[config.mk]
export PLATFORM = sky130hd
export DESIGN_NAME = decode
export DESIGN_NICKNAME = d
export VERILOG_FILES = /design/src/rtl/decode_pkg.sv /design/src/rtl/decode_regfile.sv /design/src/rtl/decode.sv
export SDC_FILE = /design/constraint.sdc
export NUM_CORES = 2
export LEC_CHECK = 0
export BUFFER_PORTS_ARGS = -buffer_cell sky130_fd_sc_hd__buf_2
export CORE_ASPECT_RATIO = 1.25
export CORE_MARGIN = 10
export CORE_UTILIZATION = 50
export DETAILED_ROUTE_END_ITERATION = 10
export GPL_TIMING_DRIVEN = 0
export PLACE_DENSITY_LB_ADDON = 0.15
export SYNTH_ARGS = -nofsm -noshare
export SYNTH_HDL_FRONTEND = slang
export SYNTH_SLANG_ARGS = --single-unit
[constraint.sdc]
create_clock -name clk -period 1.8 [get_ports clk]
set_input_delay 0.18 -clock clk [delete_from_list [all_inputs] [get_ports clk]]
set_output_delay 0.18 -clock clk [all_outputs]
set_load 0.01 [all_outputs]
[src/rtl/decode_pkg.sv]
// Shared RV32I decode constants: opcodes, ALU operation codes, immediate formats
// and the ID/EX slot layout, plus immediate and ALU-op helpers.
package decode_pkg;

  localparam int XLEN   = 32;
  localparam int REG_AW = 5;
  localparam int NREGS  = 32;

  typedef enum logic [6:0] {
    OPC_LUI    = 7'b0110111,
    OPC_AUIPC  = 7'b0010111,
    OPC_JAL    = 7'b1101111,
    OPC_JALR   = 7'b1100111,
    OPC_BRANCH = 7'b1100011,
    OPC_LOAD   = 7'b0000011,
    OPC_STORE  = 7'b0100011,
    OPC_OPIMM  = 7'b0010011,
    OPC_OP     = 7'b0110011
  } opcode_e;

  typedef enum logic [4:0] {
    ALU_ADD   = 5'd0,
    ALU_SUB   = 5'd1,
    ALU_SLL   = 5'd2,
    ALU_SLT   = 5'd3,
    ALU_SLTU  = 5'd4,
    ALU_XOR   = 5'd5,
    ALU_SRL   = 5'd6,
    ALU_SRA   = 5'd7,
    ALU_OR    = 5'd8,
    ALU_AND   = 5'd9,
    ALU_PASSB = 5'd10,
    ALU_AUIPC = 5'd11,
    ALU_LINK  = 5'd12
  } alu_op_e;

  typedef enum logic [2:0] {
    IMM_NONE = 3'd0,
    IMM_I    = 3'd1,
    IMM_S    = 3'd2,
    IMM_B    = 3'd3,
    IMM_U    = 3'd4,
    IMM_J    = 3'd5
  } imm_fmt_e;

  localparam logic [2:0] F3_ADD  = 3'b000;
  localparam logic [2:0] F3_SLL  = 3'b001;
  localparam logic [2:0] F3_SLT  = 3'b010;
  localparam logic [2:0] F3_SLTU = 3'b011;
  localparam logic [2:0] F3_XOR  = 3'b100;
  localparam logic [2:0] F3_SR   = 3'b101;
  localparam logic [2:0] F3_OR   = 3'b110;
  localparam logic [2:0] F3_AND  = 3'b111;

  typedef struct packed {
    logic              valid;
    logic [XLEN-1:0]   pc;
    logic [XLEN-1:0]   rs1_val;
    logic [XLEN-1:0]   rs2_val;
    logic [XLEN-1:0]   imm;
    logic [REG_AW-1:0] rs1;
    logic [REG_AW-1:0] rs2;
    logic [REG_AW-1:0] rd;
    alu_op_e           alu_op;
    logic [2:0]        funct3;
    logic              reg_we;
    logic              is_load;
    logic              is_store;
    logic              is_branch;
    logic              is_jal;
    logic              is_jalr;
    logic              alu_src_imm;
    logic              illegal;
  } id_ex_t;

  function automatic logic [XLEN-1:0] gen_imm(input logic [XLEN-1:0] ir, input imm_fmt_e fmt);
    logic [XLEN-1:0] imm;
    imm = '0;
    case (fmt)
      IMM_I:   imm = {{20{ir[31]}}, ir[31:20]};
      IMM_S:   imm = {{20{ir[31]}}, ir[31:25], ir[11:7]};
      IMM_B:   imm = {{19{ir[31]}}, ir[31], ir[7], ir[30:25], ir[11:8], 1'b0};
      IMM_U:   imm = {ir[31:12], 12'b0};
      IMM_J:   imm = {{11{ir[31]}}, ir[31], ir[19:12], ir[20], ir[30:21], 1'b0};
      default: imm = '0;
    endcase
    return imm;
  endfunction

  // Bit 30 selects SUB only for register-register; for immediates it only picks SRA.
  function automatic alu_op_e alu_from_funct(input logic [2:0] f3, input logic b30, input logic is_imm);
    alu_op_e op;
    op = ALU_ADD;
    case (f3)
      F3_ADD:  op = (b30 && !is_imm) ? ALU_SUB : ALU_ADD;
      F3_SLL:  op = ALU_SLL;
      F3_SLT:  op = ALU_SLT;
      F3_SLTU: op = ALU_SLTU;
      F3_XOR:  op = ALU_XOR;
      F3_SR:   op = b30 ? ALU_SRA : ALU_SRL;
      F3_OR:   op = ALU_OR;
      F3_AND:  op = ALU_AND;
      default: op = ALU_ADD;
    endcase
    return op;
  endfunction

endpackage

[src/rtl/decode_regfile.sv]
// 32x32 register file: two combinational read ports with write-through bypass,
// one write port; x0 is hard-wired to zero.
module decode_regfile
  import decode_pkg::*;
(
  input  logic              clk,
  input  logic              reset,
  input  logic [REG_AW-1:0] ra1,
  input  logic [REG_AW-1:0] ra2,
  output logic [XLEN-1:0]   rd1,
  output logic [XLEN-1:0]   rd2,
  input  logic              we,
  input  logic [REG_AW-1:0] wa,
  input  logic [XLEN-1:0]   wd
);

  logic [XLEN-1:0]   mem_reg [NREGS];
  logic [REG_AW-1:0] ra      [2];
  logic [XLEN-1:0]   rdata   [2];

  always_ff @(posedge clk or negedge reset) begin
    if (!reset) begin
      for (int i = 0; i < NREGS; i++) mem_reg[i] <= '0;
    end else if (we && wa != '0) begin
      mem_reg[wa] <= wd;
    end
  end

  assign ra[0] = ra1;
  assign ra[1] = ra2;

  // A nonzero read index matching the write index implies wa != 0, so x0 stays 0.
  for (genvar gi = 0; gi < 2; gi++) begin : g_rd
    assign rdata[gi] = (ra[gi] == '0)          ? '0 :
                       (we && wa == ra[gi])    ? wd :
                                                 mem_reg[ra[gi]];
  end

  assign rd1 = rdata[0];
  assign rd2 = rdata[1];

endmodule

[src/rtl/decode.sv]
// RV32I decode stage: instruction decode, load-use hazard detection and the
// ID/EX pipeline register, with register file reads through decode_regfile.
module decode
  import decode_pkg::*;
(
  input  logic              clk,
  input  logic              reset,
  input  logic [XLEN-1:0]   ir,
  input  logic [XLEN-1:0]   npc,
  input  logic              branch_sig,
  input  logic              wb_we,
  input  logic [REG_AW-1:0] wb_rd,
  input  logic [XLEN-1:0]   wb_data,
  output logic              stall,
  output logic              ex_valid,
  output logic [XLEN-1:0]   ex_pc,
  output logic [XLEN-1:0]   ex_rs1_val,
  output logic [XLEN-1:0]   ex_rs2_val,
  output logic [XLEN-1:0]   ex_imm,
  output logic [REG_AW-1:0] ex_rs1,
  output logic [REG_AW-1:0] ex_rs2,
  output logic [REG_AW-1:0] ex_rd,
  output logic [4:0]        ex_alu_op,
  output logic [2:0]        ex_funct3,
  output logic              ex_reg_we,
  output logic              ex_is_load,
  output logic              ex_is_store,
  output logic              ex_is_branch,
  output logic              ex_is_jal,
  output logic              ex_is_jalr,
  output logic              ex_alu_src_imm,
  output logic              ex_illegal
);

  id_ex_t          ex_reg, ex_next;
  imm_fmt_e        fmt;
  logic            rs1_used, rs2_used, hazard;
  logic [XLEN-1:0] rs1_val, rs2_val;

  decode_regfile u_regfile (
    .clk   (clk),
    .reset (reset),
    .ra1   (ir[19:15]),
    .ra2   (ir[24:20]),
    .rd1   (rs1_val),
    .rd2   (rs2_val),
    .we    (wb_we),
    .wa    (wb_rd),
    .wd    (wb_data)
  );

  always_comb begin
    ex_next         = '0;
    fmt             = IMM_NONE;
    rs1_used        = 1'b1;
    rs2_used        = 1'b0;
    ex_next.valid   = 1'b1;
    ex_next.pc      = npc;
    ex_next.rs1     = ir[19:15];
    ex_next.rs2     = ir[24:20];
    ex_next.rd      = ir[11:7];
    ex_next.funct3  = ir[14:12];
    ex_next.rs1_val = rs1_val;
    ex_next.rs2_val = rs2_val;
    ex_next.alu_op  = ALU_ADD;
    case (ir[6:0])
      OPC_LUI: begin
        ex_next.reg_we = 1'b1; ex_next.alu_src_imm = 1'b1;
        ex_next.alu_op = ALU_PASSB; fmt = IMM_U; rs1_used = 1'b0;
      end
      OPC_AUIPC: begin
        ex_next.reg_we = 1'b1; ex_next.alu_src_imm = 1'b1;
        ex_next.alu_op = ALU_AUIPC; fmt = IMM_U; rs1_used = 1'b0;
      end
      OPC_JAL: begin
        ex_next.reg_we = 1'b1; ex_next.is_jal = 1'b1;
        ex_next.alu_op = ALU_LINK; fmt = IMM_J; rs1_used = 1'b0;
      end
      OPC_JALR: begin
        ex_next.reg_we = 1'b1; ex_next.is_jalr = 1'b1; ex_next.alu_src_imm = 1'b1;
        ex_next.alu_op = ALU_LINK; fmt = IMM_I;
      end
      OPC_BRANCH: begin
        ex_next.is_branch = 1'b1; fmt = IMM_B; rs2_used = 1'b1;
        case (ir[14:13])
          2'b10:   ex_next.alu_op = ALU_SLT;
          2'b11:   ex_next.alu_op = ALU_SLTU;
          default: ex_next.alu_op = ALU_SUB;
        endcase
      end
      OPC_LOAD: begin
        ex_next.reg_we = 1'b1; ex_next.is_load = 1'b1; ex_next.alu_src_imm = 1'b1;
        fmt = IMM_I;
      end
      OPC_STORE: begin
        ex_next.is_store = 1'b1; ex_next.alu_src_imm = 1'b1;
        fmt = IMM_S; rs2_used = 1'b1;
      end
      OPC_OPIMM: begin
        ex_next.reg_we = 1'b1; ex_next.alu_src_imm = 1'b1; fmt = IMM_I;
        ex_next.alu_op = alu_from_funct(ir[14:12], ir[30], 1'b1);
      end
      OPC_OP: begin
        ex_next.reg_we = 1'b1; rs2_used = 1'b1;
        ex_next.alu_op = alu_from_funct(ir[14:12], ir[30], 1'b0);
      end
      default: ex_next.illegal = 1'b1;
    endcase
    ex_next.imm = gen_imm(ir, fmt);
  end

  // Load in ID/EX whose destination is a source the current instruction reads.
  assign hazard = ex_reg.valid && ex_reg.is_load && (ex_reg.rd != '0) &&
                  ((rs1_used && ex_reg.rd == ex_next.rs1) ||
                   (rs2_used && ex_reg.rd == ex_next.rs2));
  assign stall  = hazard && !branch_sig;

  always_ff @(posedge clk or negedge reset) begin
    if (!reset) begin
      ex_reg <= '0;
    end else if (branch_sig || hazard) begin
      ex_reg <= '0;
    end else begin
      ex_reg <= ex_next;
    end
  end

  assign ex_valid       = ex_reg.valid;
  assign ex_pc          = ex_reg.pc;
  assign ex_rs1_val     = ex_reg.rs1_val;
  assign ex_rs2_val     = ex_reg.rs2_val;
  assign ex_imm         = ex_reg.imm;
  assign ex_rs1         = ex_reg.rs1;
  assign ex_rs2         = ex_reg.rs2;
  assign ex_rd          = ex_reg.rd;
  assign ex_alu_op      = ex_reg.alu_op;
  assign ex_funct3      = ex_reg.funct3;
  assign ex_reg_we      = ex_reg.reg_we;
  assign ex_is_load     = ex_reg.is_load;
  assign ex_is_store    = ex_reg.is_store;
  assign ex_is_branch   = ex_reg.is_branch;
  assign ex_is_jal      = ex_reg.is_jal;
  assign ex_is_jalr     = ex_reg.is_jalr;
  assign ex_alu_src_imm = ex_reg.alu_src_imm;
  assign ex_illegal     = ex_reg.illegal;

endmodule

==> results.py <==
metrics = {
    "sta": {
        "max_freq_mhz": 378,
        "post-route-min-period_ns": 2.64,
        "slew-limit-headroom": 0.255,
        "drv_slew": 0,
        "rsz0062_at_grt": "true",
        "setup_viol": 446,
        "hold_viol": 163,
        "min_period_over_period": 1.47,
        "worst_slew_pin_slew_ns": 1.12,
        "timing.setup.tns_ns": -99.83,
        "final.setup.worst_slack_ns": -0.843,
        "finClkSkew_ns": 0.0282,
        "whs_ns": -0.664,
    },
    "power": {
        "switchingPower_mw": 21.4,
        "p_clk_frac": 0.356,
        "combPwrFrac": 0.201,
        "seqPwrFrac": 0.443,
        "p_int_mw": 56.3,
        "fin_total_pwr_mw": 77.6,
        "irDropWorstVdd_v": 0.000688,
        "power_leakage_nw": 31.1,
        "swShare": 0.275,
        "power.density_mw_per_mm2": 1090,
    },
    "synth": {
        "synthesis.area_sq_mm": 0.0595,
        "synth_xor_area_frac": 0.00295,
        "syn_avg_cell_area_sq_um": 14.7,
        "netlist_instances": 4040,
        "yosys.area_share.adder": 0,
        "synthMuxAreaShare": 0.380,
        "yosysSeqAreaShare": 0.498,
        "synth-compound-area-share": 0.0432,
        "synth_cell_type_count": 63,
        "yosys_warnings": 0,
        "synth-simple-area-share": 0.0418,
        "synth_top_family_by_area": "multiplexers",
        "ys.flop_type": "dfrtp_1",
        "synth_edf_count": 0,
        "postSynth.asyncResetShare": 1.00,
        "ys_ff_latch": 1183,
        "syn_nets": 4145,
    },
    "placed_design": {
        "gp_congestion": 0.969,
        "dp_cells": 5866,
        "dp_hpwl_um": 147000,
        "port_buffers": 245,
        "place_area_sq_mm": 0.0630,
    },
    "cts": {
        "cts.sinks": 1183,
        "clockBufferDepth": 3,
        "root_buffer": "clkbuf_16",
        "clk_latency_ns": 0.77,
        "cts_max_level": 4,
        "clk_pin_slew_worst_paths_ns": 0.06,
        "cts_tree": "yes",
        "holdBufCountCts": 107,
        "tritoncts.num_buffers": 130,
    },
    "drt": {
        "drcViolationCount": 0,
        "ant_nets": 0,
        "num_vias": 42100,
        "viasPerCell": 6.72,
        "avgRoutedWirePerCell_um": 34.9,
        "dr.pass1.iters": 6,
        "first_iter_violations": 4652,
        "totalWireLength_um": 219000,
    },
    "worst_setup_path": {
        "r2r_start": "ex_rd[2]",
        "cp-end-kind": "flip-flop",
        "reg2reg_to": "ex_rs1_val[20]",
        "regToRegSetupSlack_ns": -0.78,
        "cp-startpoint": "ir[23]",
        "critPathRequiredTime_ns": 2.39,
        "crit_fanout": 10,
        "start_kind": "primary input",
        "crit_type": "in -> reg",
        "reg2regPathDepth": 7,
        "cp.arrival_ns": 3.23,
        "cp-endpoint": "ex_rs2_val[19]",
    },
    "die": {
        "die_w_um": 328,
        "start_util": 0.503,
        "top_level_ports": 266,
        "rows": 141,
        "die_y_um": 406,
        "core_sq_mm": 0.118,
        "die-area_sq_mm": 0.133,
    },
    "global_routing": {
        "use_met2": 0.504,
        "grt_pass1_vias": 43500,
        "overflow": 0,
        "met3_usage": 0.103,
        "grt_max_degree": 160,
        "antenna_found_initial": 10,
        "grt_use_met1": 0.394,
        "grt_usage": 0.328,
        "grt-busiest-layer": "met2",
        "grt_pass1_wl_um": 312000,
    },
    "cells_and_area": {
        "final_area_sq_mm": 0.0712,
        "area_growth_pct": 19.7,
        "final_cells": 6266,
        "drive_gt1_frac": 0.515,
        "largest_reg_flops": 1024,
        "final_util": 0.602,
        "nets": 4690,
    },
    "status": {
        "outcome": "finished with violations",
        "violations": "hold timing, setup timing",
    },
    "min_path": {
        "hold_path.class": "in -> async",
    },
    "job": {
        "maxCapViolations": 0,
    },
}
==> cell families after synthesis <==
family	count (synthesis)
AO/OA/AOI/OAI	388
other	1
buffers and inverters	464
AND/OR/NAND/NOR	489
flip-flops	1183
multiplexers	1495
XOR/XNOR	20
==> power by group through the flow <==
stage	logic [mW]	clock network (mW)	registers, mW
2_1_floorplan	10.5	0	33.7
3_3_place_gp	14.1	0	34.4
3_5_place_dp	14.5	0	34.7
4_1_cts	15.4	27.8	34.2
5_1_grt	16.4	28.9	34.9
6_report	15.6	27.6	34.4
==> worst min path at each step <==
stage	end
floorplan	ex_alu_op[0]
finish	ex_rs2_val[22]
detailed placement	ex_rs2_val[24]
CTS	ex_rs2_val[22]
global placement	ex_pc[25]
global route	ex_rs2_val[22]
==> metal layers <==
layer,wire length (um),vias up
met5,28,-
met4,17700,4
met3,21000,773
met2,101000,2448
met1,78900,22400
li1,-,16500
==> worst max-delay path, stage by stage <==
cell and delay [ns]:
clkbuf_1 0.52, and2_0 0.20, buf_1 0.63, clkbuf_1 0.72, a22oi_1 0.24, nand2_1 0.12, o22ai_1 0.12, nor4_4 0.47
==> metrics by stage <==
stage,setup WS [ns],hold slack [ns]
6_report,-0.843,-0.664
5_1_grt,-0.802,-0.655
4_1_cts,-0.756,-0.682
3_5_place_dp,-2.50,0.139
3_3_place_gp,-26.00,0.386
2_1_floorplan,-0.161,-0.116
==> final cells by class <==
| cell class | instances | area [sq um] |
|---|---|---|
| fill | 9118 | 47000 |
| sequential | 1183 | 29600 |
| multi-input combinational | 2393 | 29100 |
| clock buffer | 201 | 3960 |
| timing repair buffer | 413 | 3570 |
| buffer | 455 | 2470 |
| tap | 1573 | 1970 |
| clock inverter | 29 | 379 |
| inverter | 9 | 38.8 |
| antenna | 10 | 25.0 |
==> cell usage in the layout (no fill, tap or decap), types with 30 or more instances in the layout <==
master / synthesis / final
o22ai_1: 186 / 186
nor2_1: 166 / 138
a22oi_1: 125 / 125
clkbuf_2: 0 / 78
buf_4: 24 / 52
clkbuf_16: 0 / 143
nor4_4: 0 / 61
buf_2: 134 / 343
mux2_2: 954 / 954
clkbuf_1: 256 / 208
dfrtp_1: 1183 / 1182
nand2_1: 132 / 124
dlygate4sd3_1: 0 / 103
and2_4: 0 / 30
mux4_2: 513 / 513
==> synthesized netlist by cell type (all sizes together), types with 7 or more instances <==
| cell type | n | area, sq um |
|---|---|---|
| nand3 | 14 | 70.1 |
| nor3 | 7 | 35.0 |
| a21oi | 31 | 166 |
| and3 | 10 | 62.6 |
| mux4 | 513 | 11600 |
| xnor2 | 20 | 175 |
| dfrtp | 1183 | 29600 |
| clkbuf | 256 | 961 |
| and2 | 51 | 319 |
| a22oi | 125 | 938 |
| o22ai | 186 | 1160 |
| buf | 199 | 1030 |
| nand2 | 132 | 495 |
| nor2 | 166 | 623 |
| inv | 9 | 33.8 |
| mux2 | 977 | 11000 |
| nor4 | 62 | 513 |
| o21ai | 23 | 115 |
==> what timing repair did <==
action,4_1_cts,5_1_grt
hold endpoints to repair,406,152
gates cloned,21,1
setup buffers,20,11
endpoints found under the setup margin,1310,816
pin swaps,56,18
gates resized for setup,346,123
Note: power is estimated with default switching activity, not from simulation.
